[src/rtl/hazard_sb_if.sv]
// hazard_sb_if: bundle of all decode/execute/memory/writeback hazard signals
// exchanged between the pipeline (master) and the hazard unit (slave).
//   Di_*  decode-stage sources, destination and instruction class
//   Ei_*  execute-stage indices, result source, branch and long-op dispatch
//   Mi_*, Wi_*  memory/writeback destination and write enable
//   Li_*  long-unit retirement
//   Eo_*/Fo_*/Do_*  forwarding selects, stall and flush controls
//   Po_*  saturating performance counters, Lo_outstanding long-op count
interface hazard_sb_if #(
  parameter int AW     = 5,
  parameter int PERF_W = 32
);
  logic [AW-1:0]     Di_rs1, Di_rs2, Di_rd;
  logic              Di_useRs1, Di_useRs2, Di_regWrite, Di_isLong, Di_jal;
  logic [AW-1:0]     Ei_rs1, Ei_rs2, Ei_rd, Mi_rd, Wi_rd;
  logic [1:0]        Ei_resultSrc, Mi_resultSrc;
  logic              Ei_regWrite, Mi_regWrite, Wi_regWrite;
  logic [1:0]        Ei_prePCSrc;
  logic              Ei_longStart;
  logic              Li_done;
  logic [AW-1:0]     Li_rd;
  logic [1:0]        Eo_forwardIn1Src, Eo_forwardIn2Src;
  logic              Fo_stall, Do_stall, Do_flush, Eo_flush;
  logic [PERF_W-1:0] Po_stallCycles, Po_flushEvents;
  logic [2:0]        Lo_outstanding;

  modport master (
    output Di_rs1, Di_rs2, Di_rd, Di_useRs1, Di_useRs2, Di_regWrite, Di_isLong, Di_jal,
           Ei_rs1, Ei_rs2, Ei_rd, Mi_rd, Wi_rd, Ei_resultSrc, Mi_resultSrc,
           Ei_regWrite, Mi_regWrite, Wi_regWrite, Ei_prePCSrc, Ei_longStart, Li_done, Li_rd,
    input  Eo_forwardIn1Src, Eo_forwardIn2Src, Fo_stall, Do_stall, Do_flush, Eo_flush,
           Po_stallCycles, Po_flushEvents, Lo_outstanding
  );

  modport slave (
    input  Di_rs1, Di_rs2, Di_rd, Di_useRs1, Di_useRs2, Di_regWrite, Di_isLong, Di_jal,
           Ei_rs1, Ei_rs2, Ei_rd, Mi_rd, Wi_rd, Ei_resultSrc, Mi_resultSrc,
           Ei_regWrite, Mi_regWrite, Wi_regWrite, Ei_prePCSrc, Ei_longStart, Li_done, Li_rd,
    output Eo_forwardIn1Src, Eo_forwardIn2Src, Fo_stall, Do_stall, Do_flush, Eo_flush,
           Po_stallCycles, Po_flushEvents, Lo_outstanding
  );
endinterface

[src/rtl/hazard_sb.sv]
// hazard_sb: hazard unit for the 5-stage pipeline with a register scoreboard
// for a variable-latency long unit.
//   clk      rising-edge clock
//   reset_x  asynchronous active-high reset, clears scoreboard, count, counters
//   hz       hazard_sb_if slave: pipeline indices in; stall/flush/forward
//            controls, perf counters and outstanding count out
// Scoreboard, long-op count and perf counters are the only state; every other
// output is combinational on inputs and that state.
module hazard_sb #(
  parameter int AW      = 5,
  parameter int FWD_EN  = 1,
  parameter int MAX_OUT = 2,
  parameter int PERF_W  = 32
) (
  input logic       clk,
  input logic       reset_x,
  hazard_sb_if.slave hz
);
  localparam int         NREG      = 2 ** AW;
  localparam logic [3:0] MAX_OUT_W = 4'(MAX_OUT);

  logic [NREG-1:0]   pend_q, pend_d;
  logic [2:0]        cnt_q, cnt_d;
  logic [PERF_W-1:0] stall_cnt_q, stall_cnt_d;
  logic [PERF_W-1:0] flush_cnt_q, flush_cnt_d;

  logic take, any_stall;
  logic load_use, raw_nofwd, sb_raw, sb_waw, structural;
  logic [3:0] cnt_after, cnt_limit;

  function automatic logic src_match(logic use_rs, logic [AW-1:0] rs, logic [AW-1:0] idx);
    return use_rs && (rs != '0) && (rs == idx);
  endfunction

  function automatic logic [1:0] fwd_sel(logic [AW-1:0] rs);
    logic [1:0] sel;
    sel = 2'b00;
    if (FWD_EN != 0 && rs != '0) begin
      if (rs == hz.Mi_rd && hz.Mi_regWrite) begin
        // A load still in M has no data yet; load-use stall covers it.
        case (hz.Mi_resultSrc)
          2'b00:   sel = 2'b11;
          2'b10:   sel = 2'b10;
          default: sel = 2'b00;
        endcase
      end else if (rs == hz.Wi_rd && hz.Wi_regWrite) begin
        sel = 2'b01;
      end
    end
    return sel;
  endfunction

  // Stall detection
  always_comb begin
    load_use = (hz.Ei_resultSrc == 2'b01) && hz.Ei_regWrite &&
               (src_match(hz.Di_useRs1, hz.Di_rs1, hz.Ei_rd) ||
                src_match(hz.Di_useRs2, hz.Di_rs2, hz.Ei_rd));
    raw_nofwd = (FWD_EN == 0) &&
                ((hz.Ei_regWrite && (src_match(hz.Di_useRs1, hz.Di_rs1, hz.Ei_rd) ||
                                     src_match(hz.Di_useRs2, hz.Di_rs2, hz.Ei_rd))) ||
                 (hz.Mi_regWrite && (src_match(hz.Di_useRs1, hz.Di_rs1, hz.Mi_rd) ||
                                     src_match(hz.Di_useRs2, hz.Di_rs2, hz.Mi_rd))));
    sb_raw = (hz.Di_useRs1 && hz.Di_rs1 != '0 && pend_q[hz.Di_rs1]) ||
             (hz.Di_useRs2 && hz.Di_rs2 != '0 && pend_q[hz.Di_rs2]);
    sb_waw = hz.Di_regWrite && hz.Di_rd != '0 && pend_q[hz.Di_rd];
    // cnt + start - done >= MAX_OUT, rearranged so nothing goes negative.
    cnt_after  = {1'b0, cnt_q} + {3'b000, hz.Ei_longStart};
    cnt_limit  = MAX_OUT_W + {3'b000, hz.Li_done};
    structural = hz.Di_isLong && (cnt_after >= cnt_limit);
    any_stall  = load_use | raw_nofwd | sb_raw | sb_waw | structural;
    take       = (hz.Ei_prePCSrc != 2'b00);
  end

  // Control and forwarding outputs; a taken branch overrides every stall.
  assign hz.Fo_stall         = !take && any_stall;
  assign hz.Do_stall         = !take && any_stall;
  assign hz.Do_flush         = take || (hz.Di_jal && !any_stall);
  assign hz.Eo_flush         = take || any_stall;
  assign hz.Eo_forwardIn1Src = fwd_sel(hz.Ei_rs1);
  assign hz.Eo_forwardIn2Src = fwd_sel(hz.Ei_rs2);
  assign hz.Po_stallCycles   = stall_cnt_q;
  assign hz.Po_flushEvents   = flush_cnt_q;
  assign hz.Lo_outstanding   = cnt_q;

  // Next-state logic
  always_comb begin
    // NOTE: every comb output gets a default first so no path leaves it unassigned (no latch).
    pend_d      = pend_q;
    cnt_d       = cnt_q;
    stall_cnt_d = stall_cnt_q;
    flush_cnt_d = flush_cnt_q;

    // Clear before set so a same-cycle set on the same register wins.
    if (hz.Li_done) pend_d[hz.Li_rd] = 1'b0;
    if (hz.Ei_longStart && hz.Ei_rd != '0) pend_d[hz.Ei_rd] = 1'b1;
    pend_d[0] = 1'b0;

    case ({hz.Ei_longStart, hz.Li_done})
      2'b10:   cnt_d = cnt_q + 3'd1;
      2'b01:   cnt_d = (cnt_q == 3'd0) ? 3'd0 : cnt_q - 3'd1;
      default: cnt_d = cnt_q;
    endcase

    if (hz.Do_stall && stall_cnt_q != '1) stall_cnt_d = stall_cnt_q + PERF_W'(1);
    if (take && flush_cnt_q != '1)        flush_cnt_d = flush_cnt_q + PERF_W'(1);
  end

  // State register
  always_ff @(posedge clk or posedge reset_x) begin
    if (reset_x) begin
      // NOTE: the pending bits are a plain flop vector, not a RAM, so they are reset like any other state.
      pend_q      <= '0;
      cnt_q       <= '0;
      stall_cnt_q <= '0;
      flush_cnt_q <= '0;
    end else begin
      // NOTE: sequential state uses non-blocking assignments so all flops update together.
      pend_q      <= pend_d;
      cnt_q       <= cnt_d;
      stall_cnt_q <= stall_cnt_d;
      flush_cnt_q <= flush_cnt_d;
    end
  end
endmodule

[src/flat_wrapper.sv]
// flat-port wrapper written by rule: the top's interface ports become plain ports
module hazard_sb_flat 
#(
  parameter int AW      = 5,
  parameter int FWD_EN  = 1,
  parameter int MAX_OUT = 2,
  parameter int PERF_W  = 32
)
  (clk, reset_x, hz_Di_rs1, hz_Di_rs2, hz_Di_rd, hz_Di_useRs1, hz_Di_useRs2, hz_Di_regWrite, hz_Di_isLong, hz_Di_jal, hz_Ei_rs1, hz_Ei_rs2, hz_Ei_rd, hz_Mi_rd, hz_Wi_rd, hz_Ei_resultSrc, hz_Mi_resultSrc, hz_Ei_regWrite, hz_Mi_regWrite, hz_Wi_regWrite, hz_Ei_prePCSrc, hz_Ei_longStart, hz_Li_done, hz_Li_rd, hz_Eo_forwardIn1Src, hz_Eo_forwardIn2Src, hz_Fo_stall, hz_Do_stall, hz_Do_flush, hz_Eo_flush, hz_Po_stallCycles, hz_Po_flushEvents, hz_Lo_outstanding);
  hazard_sb_if #(.AW(AW), .PERF_W(PERF_W)) hz_i ();
  input logic clk;
  input logic reset_x;
  input wire logic [$bits(hz_i.Di_rs1)-1:0] hz_Di_rs1;
  input wire logic [$bits(hz_i.Di_rs2)-1:0] hz_Di_rs2;
  input wire logic [$bits(hz_i.Di_rd)-1:0] hz_Di_rd;
  input wire logic [$bits(hz_i.Di_useRs1)-1:0] hz_Di_useRs1;
  input wire logic [$bits(hz_i.Di_useRs2)-1:0] hz_Di_useRs2;
  input wire logic [$bits(hz_i.Di_regWrite)-1:0] hz_Di_regWrite;
  input wire logic [$bits(hz_i.Di_isLong)-1:0] hz_Di_isLong;
  input wire logic [$bits(hz_i.Di_jal)-1:0] hz_Di_jal;
  input wire logic [$bits(hz_i.Ei_rs1)-1:0] hz_Ei_rs1;
  input wire logic [$bits(hz_i.Ei_rs2)-1:0] hz_Ei_rs2;
  input wire logic [$bits(hz_i.Ei_rd)-1:0] hz_Ei_rd;
  input wire logic [$bits(hz_i.Mi_rd)-1:0] hz_Mi_rd;
  input wire logic [$bits(hz_i.Wi_rd)-1:0] hz_Wi_rd;
  input wire logic [$bits(hz_i.Ei_resultSrc)-1:0] hz_Ei_resultSrc;
  input wire logic [$bits(hz_i.Mi_resultSrc)-1:0] hz_Mi_resultSrc;
  input wire logic [$bits(hz_i.Ei_regWrite)-1:0] hz_Ei_regWrite;
  input wire logic [$bits(hz_i.Mi_regWrite)-1:0] hz_Mi_regWrite;
  input wire logic [$bits(hz_i.Wi_regWrite)-1:0] hz_Wi_regWrite;
  input wire logic [$bits(hz_i.Ei_prePCSrc)-1:0] hz_Ei_prePCSrc;
  input wire logic [$bits(hz_i.Ei_longStart)-1:0] hz_Ei_longStart;
  input wire logic [$bits(hz_i.Li_done)-1:0] hz_Li_done;
  input wire logic [$bits(hz_i.Li_rd)-1:0] hz_Li_rd;
  output wire logic [$bits(hz_i.Eo_forwardIn1Src)-1:0] hz_Eo_forwardIn1Src;
  output wire logic [$bits(hz_i.Eo_forwardIn2Src)-1:0] hz_Eo_forwardIn2Src;
  output wire logic [$bits(hz_i.Fo_stall)-1:0] hz_Fo_stall;
  output wire logic [$bits(hz_i.Do_stall)-1:0] hz_Do_stall;
  output wire logic [$bits(hz_i.Do_flush)-1:0] hz_Do_flush;
  output wire logic [$bits(hz_i.Eo_flush)-1:0] hz_Eo_flush;
  output wire logic [$bits(hz_i.Po_stallCycles)-1:0] hz_Po_stallCycles;
  output wire logic [$bits(hz_i.Po_flushEvents)-1:0] hz_Po_flushEvents;
  output wire logic [$bits(hz_i.Lo_outstanding)-1:0] hz_Lo_outstanding;
  assign hz_i.Di_rs1 = hz_Di_rs1;
  assign hz_i.Di_rs2 = hz_Di_rs2;
  assign hz_i.Di_rd = hz_Di_rd;
  assign hz_i.Di_useRs1 = hz_Di_useRs1;
  assign hz_i.Di_useRs2 = hz_Di_useRs2;
  assign hz_i.Di_regWrite = hz_Di_regWrite;
  assign hz_i.Di_isLong = hz_Di_isLong;
  assign hz_i.Di_jal = hz_Di_jal;
  assign hz_i.Ei_rs1 = hz_Ei_rs1;
  assign hz_i.Ei_rs2 = hz_Ei_rs2;
  assign hz_i.Ei_rd = hz_Ei_rd;
  assign hz_i.Mi_rd = hz_Mi_rd;
  assign hz_i.Wi_rd = hz_Wi_rd;
  assign hz_i.Ei_resultSrc = hz_Ei_resultSrc;
  assign hz_i.Mi_resultSrc = hz_Mi_resultSrc;
  assign hz_i.Ei_regWrite = hz_Ei_regWrite;
  assign hz_i.Mi_regWrite = hz_Mi_regWrite;
  assign hz_i.Wi_regWrite = hz_Wi_regWrite;
  assign hz_i.Ei_prePCSrc = hz_Ei_prePCSrc;
  assign hz_i.Ei_longStart = hz_Ei_longStart;
  assign hz_i.Li_done = hz_Li_done;
  assign hz_i.Li_rd = hz_Li_rd;
  assign hz_Eo_forwardIn1Src = hz_i.Eo_forwardIn1Src;
  assign hz_Eo_forwardIn2Src = hz_i.Eo_forwardIn2Src;
  assign hz_Fo_stall = hz_i.Fo_stall;
  assign hz_Do_stall = hz_i.Do_stall;
  assign hz_Do_flush = hz_i.Do_flush;
  assign hz_Eo_flush = hz_i.Eo_flush;
  assign hz_Po_stallCycles = hz_i.Po_stallCycles;
  assign hz_Po_flushEvents = hz_i.Po_flushEvents;
  assign hz_Lo_outstanding = hz_i.Lo_outstanding;
  hazard_sb #(.AW(AW), .FWD_EN(FWD_EN), .MAX_OUT(MAX_OUT), .PERF_W(PERF_W)) u_core (.clk(clk), .reset_x(reset_x), .hz(hz_i));
endmodule
[config.mk]
export PLATFORM = sky130hd
export DESIGN_NAME = hazard_sb_flat
export DESIGN_NICKNAME = d
export VERILOG_FILES = /design/src/rtl/hazard_sb_if.sv /design/src/rtl/hazard_sb.sv /design/src/flat_wrapper.sv
export SDC_FILE = /design/constraint.sdc
export NUM_CORES = 1
export LEC_CHECK = 0
export CORE_MARGIN = 3
export CORE_UTILIZATION = 46
export DETAILED_ROUTE_END_ITERATION = 10
export GPL_ROUTABILITY_DRIVEN = 0
export PLACE_DENSITY = 0.78
export SYNTH_ARGS = -nofsm -noshare
export SYNTH_HDL_FRONTEND = slang
export SYNTH_SLANG_ARGS = --single-unit
[constraint.sdc]
create_clock -name clk -period 4.9 [get_ports clk]
set_clock_uncertainty 0.1 [all_clocks]
set_input_delay 1.47 -clock clk [delete_from_list [all_inputs] [get_ports clk]]
set_output_delay 1.47 -clock clk [all_outputs]
set_load 0.02 [all_outputs]
==> metrics.sh <==
FILLERS=1045
GRT_FIRST_PASS_WIRELENGTH_UM=28200
YS_DOMINANT_REG_CELL='dfrtp_1'
RESULT_OF_THE_RUN='complete, but fails checks'
CTS.PATH.MAX_BUFFERS=2
POSTPLACECELLAREA_UM2=7910
DP_HPWL_UM=12800
RSZ0062_AT_GRT='yes'
DIE_OUTLINE_HEIGHT_UM=120
DIEWIDTH_UM=120
CELLPOWERDENSITY_nW_PER_UM2=321
TRITONCTS='built'
MIN_FROM='u_core.hz.Po_flushEvents[15]'
SYNTH_EDF_COUNT=0
FINALHOLDWORSTSLACK_NS=0.400
SYNTHESIS.NETS=671
SYNTH.AVG_CELL_AREA_UM2=10.1
WORSTPATHMAXFANOUT=8
ANTENNA-DIODE-COUNT=0
VIOLATIONS='negative setup slack'
CRITICALPATHCATEGORY='input pin to primary output'
NETLIST_TOP_CELLS_AREA='dfrtp_1, xnor2_1, mux4_2'
NUMBER_OF_GLOBAL_ROUTE_VIAS_BEFORE_REPAIR=5685
DESIGN.PORTCOUNT=138
LAYOUTNONFILLERINSTCOUNT=955
SYNTHDOMINANTCELLAREASHARE=0.407
DESIGN.DIE.AREA_UM2=14500
TIMING_LIMITED_MAXIMUM_FREQUENCY_GHz=0.203
LAYOUT_COMMONEST_CELL='clkdlybuf4s50_1'
CTS.HOLD.BUFFERS_ADDED=0
POWER.SHARE.CLOCK=0.262
NUMCTSBUFFERS=9
MOSTFREQUENTLAYOUTCELLS='clkdlybuf4s50_1, dfrtp_1, o21ai_0, xnor2_1, buf_4'
HOLDCRITPATHCLASS='flop to flop'
SYNTH.LARGEST_AREA_CELL='dfrtp_1'
DRT-TOTAL-WL_UM=17500
PLACE_WS_NS=-1.05
GROUTE.LAYER.MET3.USAGE=0.0608
POWER.STATIC_LEAKAGE_nW=3.31
NET-SWITCHING-POWER_mW=0.905
CLOCK_SINK_COUNT=98
CLOCK_PIN_TRANSITION_ON_THE_WORST_SETUP_AND_HOLD_TIMING_PATHS_NS=0.06
SETUP_SLACK_NS=-0.0233
CTSROOTBUFFERMASTER='clkbuf_16'
ROW_COUNT=41
GRT_ANTENNA_BEFORE_REPAIR=0
NUMBER_OF_FLIP_FLOPS_AND_LATCHES_IN_THE_SYNTHESIZED_NETLIST=98
CP_DATA_ARRIVAL_TIME_NS=3.35
CORE-AREA_UM2=12700
PERIOD_SHARE=1.00
WORST-ENDPOINT-REQUIRED_NS=3.33
RELSLEWSLACK=0.548
GRT_MAX_DEGREE=54
MAX_CAP_VIOLATIONS=0
TIGHTESTPINTRANSITION_NS=0.674
SYNTH.YOSYS.SEQ_AREA_SHARE=0.407
TIMING.FINAL.SETUP_VIOLATIONS=1
SWITCHING_SHARE=0.340
NETS=852
GLOBALROUTETOTALUTIL=0.240
P_INT_mW=1.76
CLK_LATENCY_WORST_SKEW_PAIR_NS=0.35
WL_PER_CELL_UM=18.3
CTS-HTREE-LEVELS=3
ELEMENT_TYPE_AT_THE_CRITICAL_PATH_START='input pin'
LAYOUT-DRIVE-GT1-SHARE=0.174
GROUTE.LAYER.MET2.USAGE=0.395
FIRSTDRTPASSITERS=5
GLOBAL_ROUTE.USAGE.MET1=0.308
GR-MAX-USAGE-LAYER='met2'
TIMING.CRITICAL_PATH.TO_TYPE='primary output'
FINAL_HOLD_FAILS=0
SYNTH_CELLS=598
SHARE_COMB_OF_TOTAL_POWER=0.321
GRT-OVFL-TOTAL=0
SYNTHTOLAYOUTAREAGROWTH_PCT=37.8
SYNTH_CELL_TYPES=56
DETAIL_ROUTE.VIAS_PER_CELL=5.86
MAX-VDD-IR-DROP_V=0.000336
CRITICAL_PATH.REG2REG.STARTPOINT='u_core.hz.Po_stallCycles[2]'
SOURCE_OF_THE_CRITICAL_TIMING_PATH='hz_Di_rd[2]'
INITIAL_UTILIZATION=0.473
SEQ_POWER_SHARE=0.417
DETAILEDROUTE.FIRSTITERATIONVIOLATIONS=453
FINAL_ANTENNA_NET_COUNT=0
DR_TOTAL_VIAS=5594
SYNTH_AREA_UM2=6020
DPL.CELL_COUNT=938
FINAL_CORE_UTILIZATION=0.652
PORT_BUFFERS=137
YS_WARN_COUNT=0
SLEW_VIOL_FINAL=0
DRC=0
SYNTH_ASYNC_SR_FLOP_SHARE=1.00
FINALCRITICALPERIOD_NS=4.92
STDCELL_AREA_UM2=8300
[cell usage after synthesis, types with 5 or more instances]
master / instances
nor4_1: 16
inv_1: 15
xnor2_1: 65
nand3_1: 39
and4_1: 6
nand4_1: 30
mux2i_1: 12
nand3b_1: 12
mux4_2: 18
buf_2: 6
and2_1: 8
nor2_1: 20
ha_1: 10
xor2_1: 27
or3_1: 5
and3_1: 11
or3b_2: 5
nand2_1: 45
mux2_2: 5
nor3_1: 11
o21ai_0: 71
clkbuf_1: 9
dfrtp_1: 98
[power groups by stage]
stage                     clock (mW)  combinational [mW]  sequential (mW)
after global placement             0               0.790             1.10
after floorplan                    0               0.438             1.13
after global routing           0.746               0.928             1.13
after CTS                      0.711               0.838             1.10
after detailed placement           0               0.824             1.12
final                          0.699               0.854             1.11
[state kept, by name (all words and copies together) (netlist names)]
| signal | cells |
|---|---|
| u_core.hz.Po_flushEvents | 32 |
| u_core.pend_q | 31 |
| u_core.hz.Lo_outstanding | 3 |
| u_core.hz.Po_stallCycles | 32 |
[kinds of logic (layout without fill, tap and decap cells)]
logic type / count (synthesis) / count (layout) / synth area share
simple gates: 232 / 232 / 0.219
flops: 98 / 98 / 0.407
compound gates: 94 / 94 / 0.0879
xor+xnor: 92 / 92 / 0.134
mux: 37 / 37 / 0.103
buf+inv: 35 / 220 / 0.0287
fa+ha+maj: 10 / 10 / 0.0208
[layout make-up]
type                       count  area [µm²]  area share
tap                          172         215      0.0259
timing repair buffer         190        1800       0.216
sequential                    98        2450       0.295
clock buffer                   9         225      0.0271
multi-input combinational    465        3490       0.420
clock inverter                 6        66.3     0.00799
inverter                      15        58.8     0.00708
[stage by stage]
step	TNS, ns	power (mW)
5_1_grt	-0.0829	2.80
3_3_place_gp	-4.41	1.89
4_1_cts	-0.0586	2.65
6_report	-0.0233	2.66
3_5_place_dp	-4.85	1.94
2_1_floorplan	-0.202	1.57
[final timing paths]
path	endpoint	slack, ns	cells past startpoint
max	hz_Eo_flush	-0.02	9
min in group asynchronous	u_core.hz.Po_stallCycles[9]	1.47	2
min	u_core.hz.Po_flushEvents[15]	0.40	1
min reg2reg	u_core.hz.Po_flushEvents[15]	0.40	1
max in group asynchronous	u_core.hz.Po_flushEvents[25]	2.45	3
max reg2reg	u_core.hz.Po_stallCycles[1]	1.95	7
[worst max-delay path, stage by stage]
cell	delay (ns)
clkdlybuf4s15_1	0.39
mux4_2	0.36
nand2_1	0.08
a21oi_1	0.06
o311ai_1	0.26
buf_4	0.17
nand4_4	0.15
or2_4	0.28
buf_6	0.13
[metal layers]
layer	routed length [µm]	vias up
li1	-	2562
met1	7110	2726
met2	8450	270
met3	1480	36
met4	480	0
met5	0	-
[timing repair]
action                                  4_1_cts  5_1_grt
resized for setup                            80       18
buffers inserted                              1        0
pin swaps                                    19        7
endpoints found under the setup margin        8        5
gates cloned                                  1        0
Note: power is estimated with default switching activity, not from simulation.
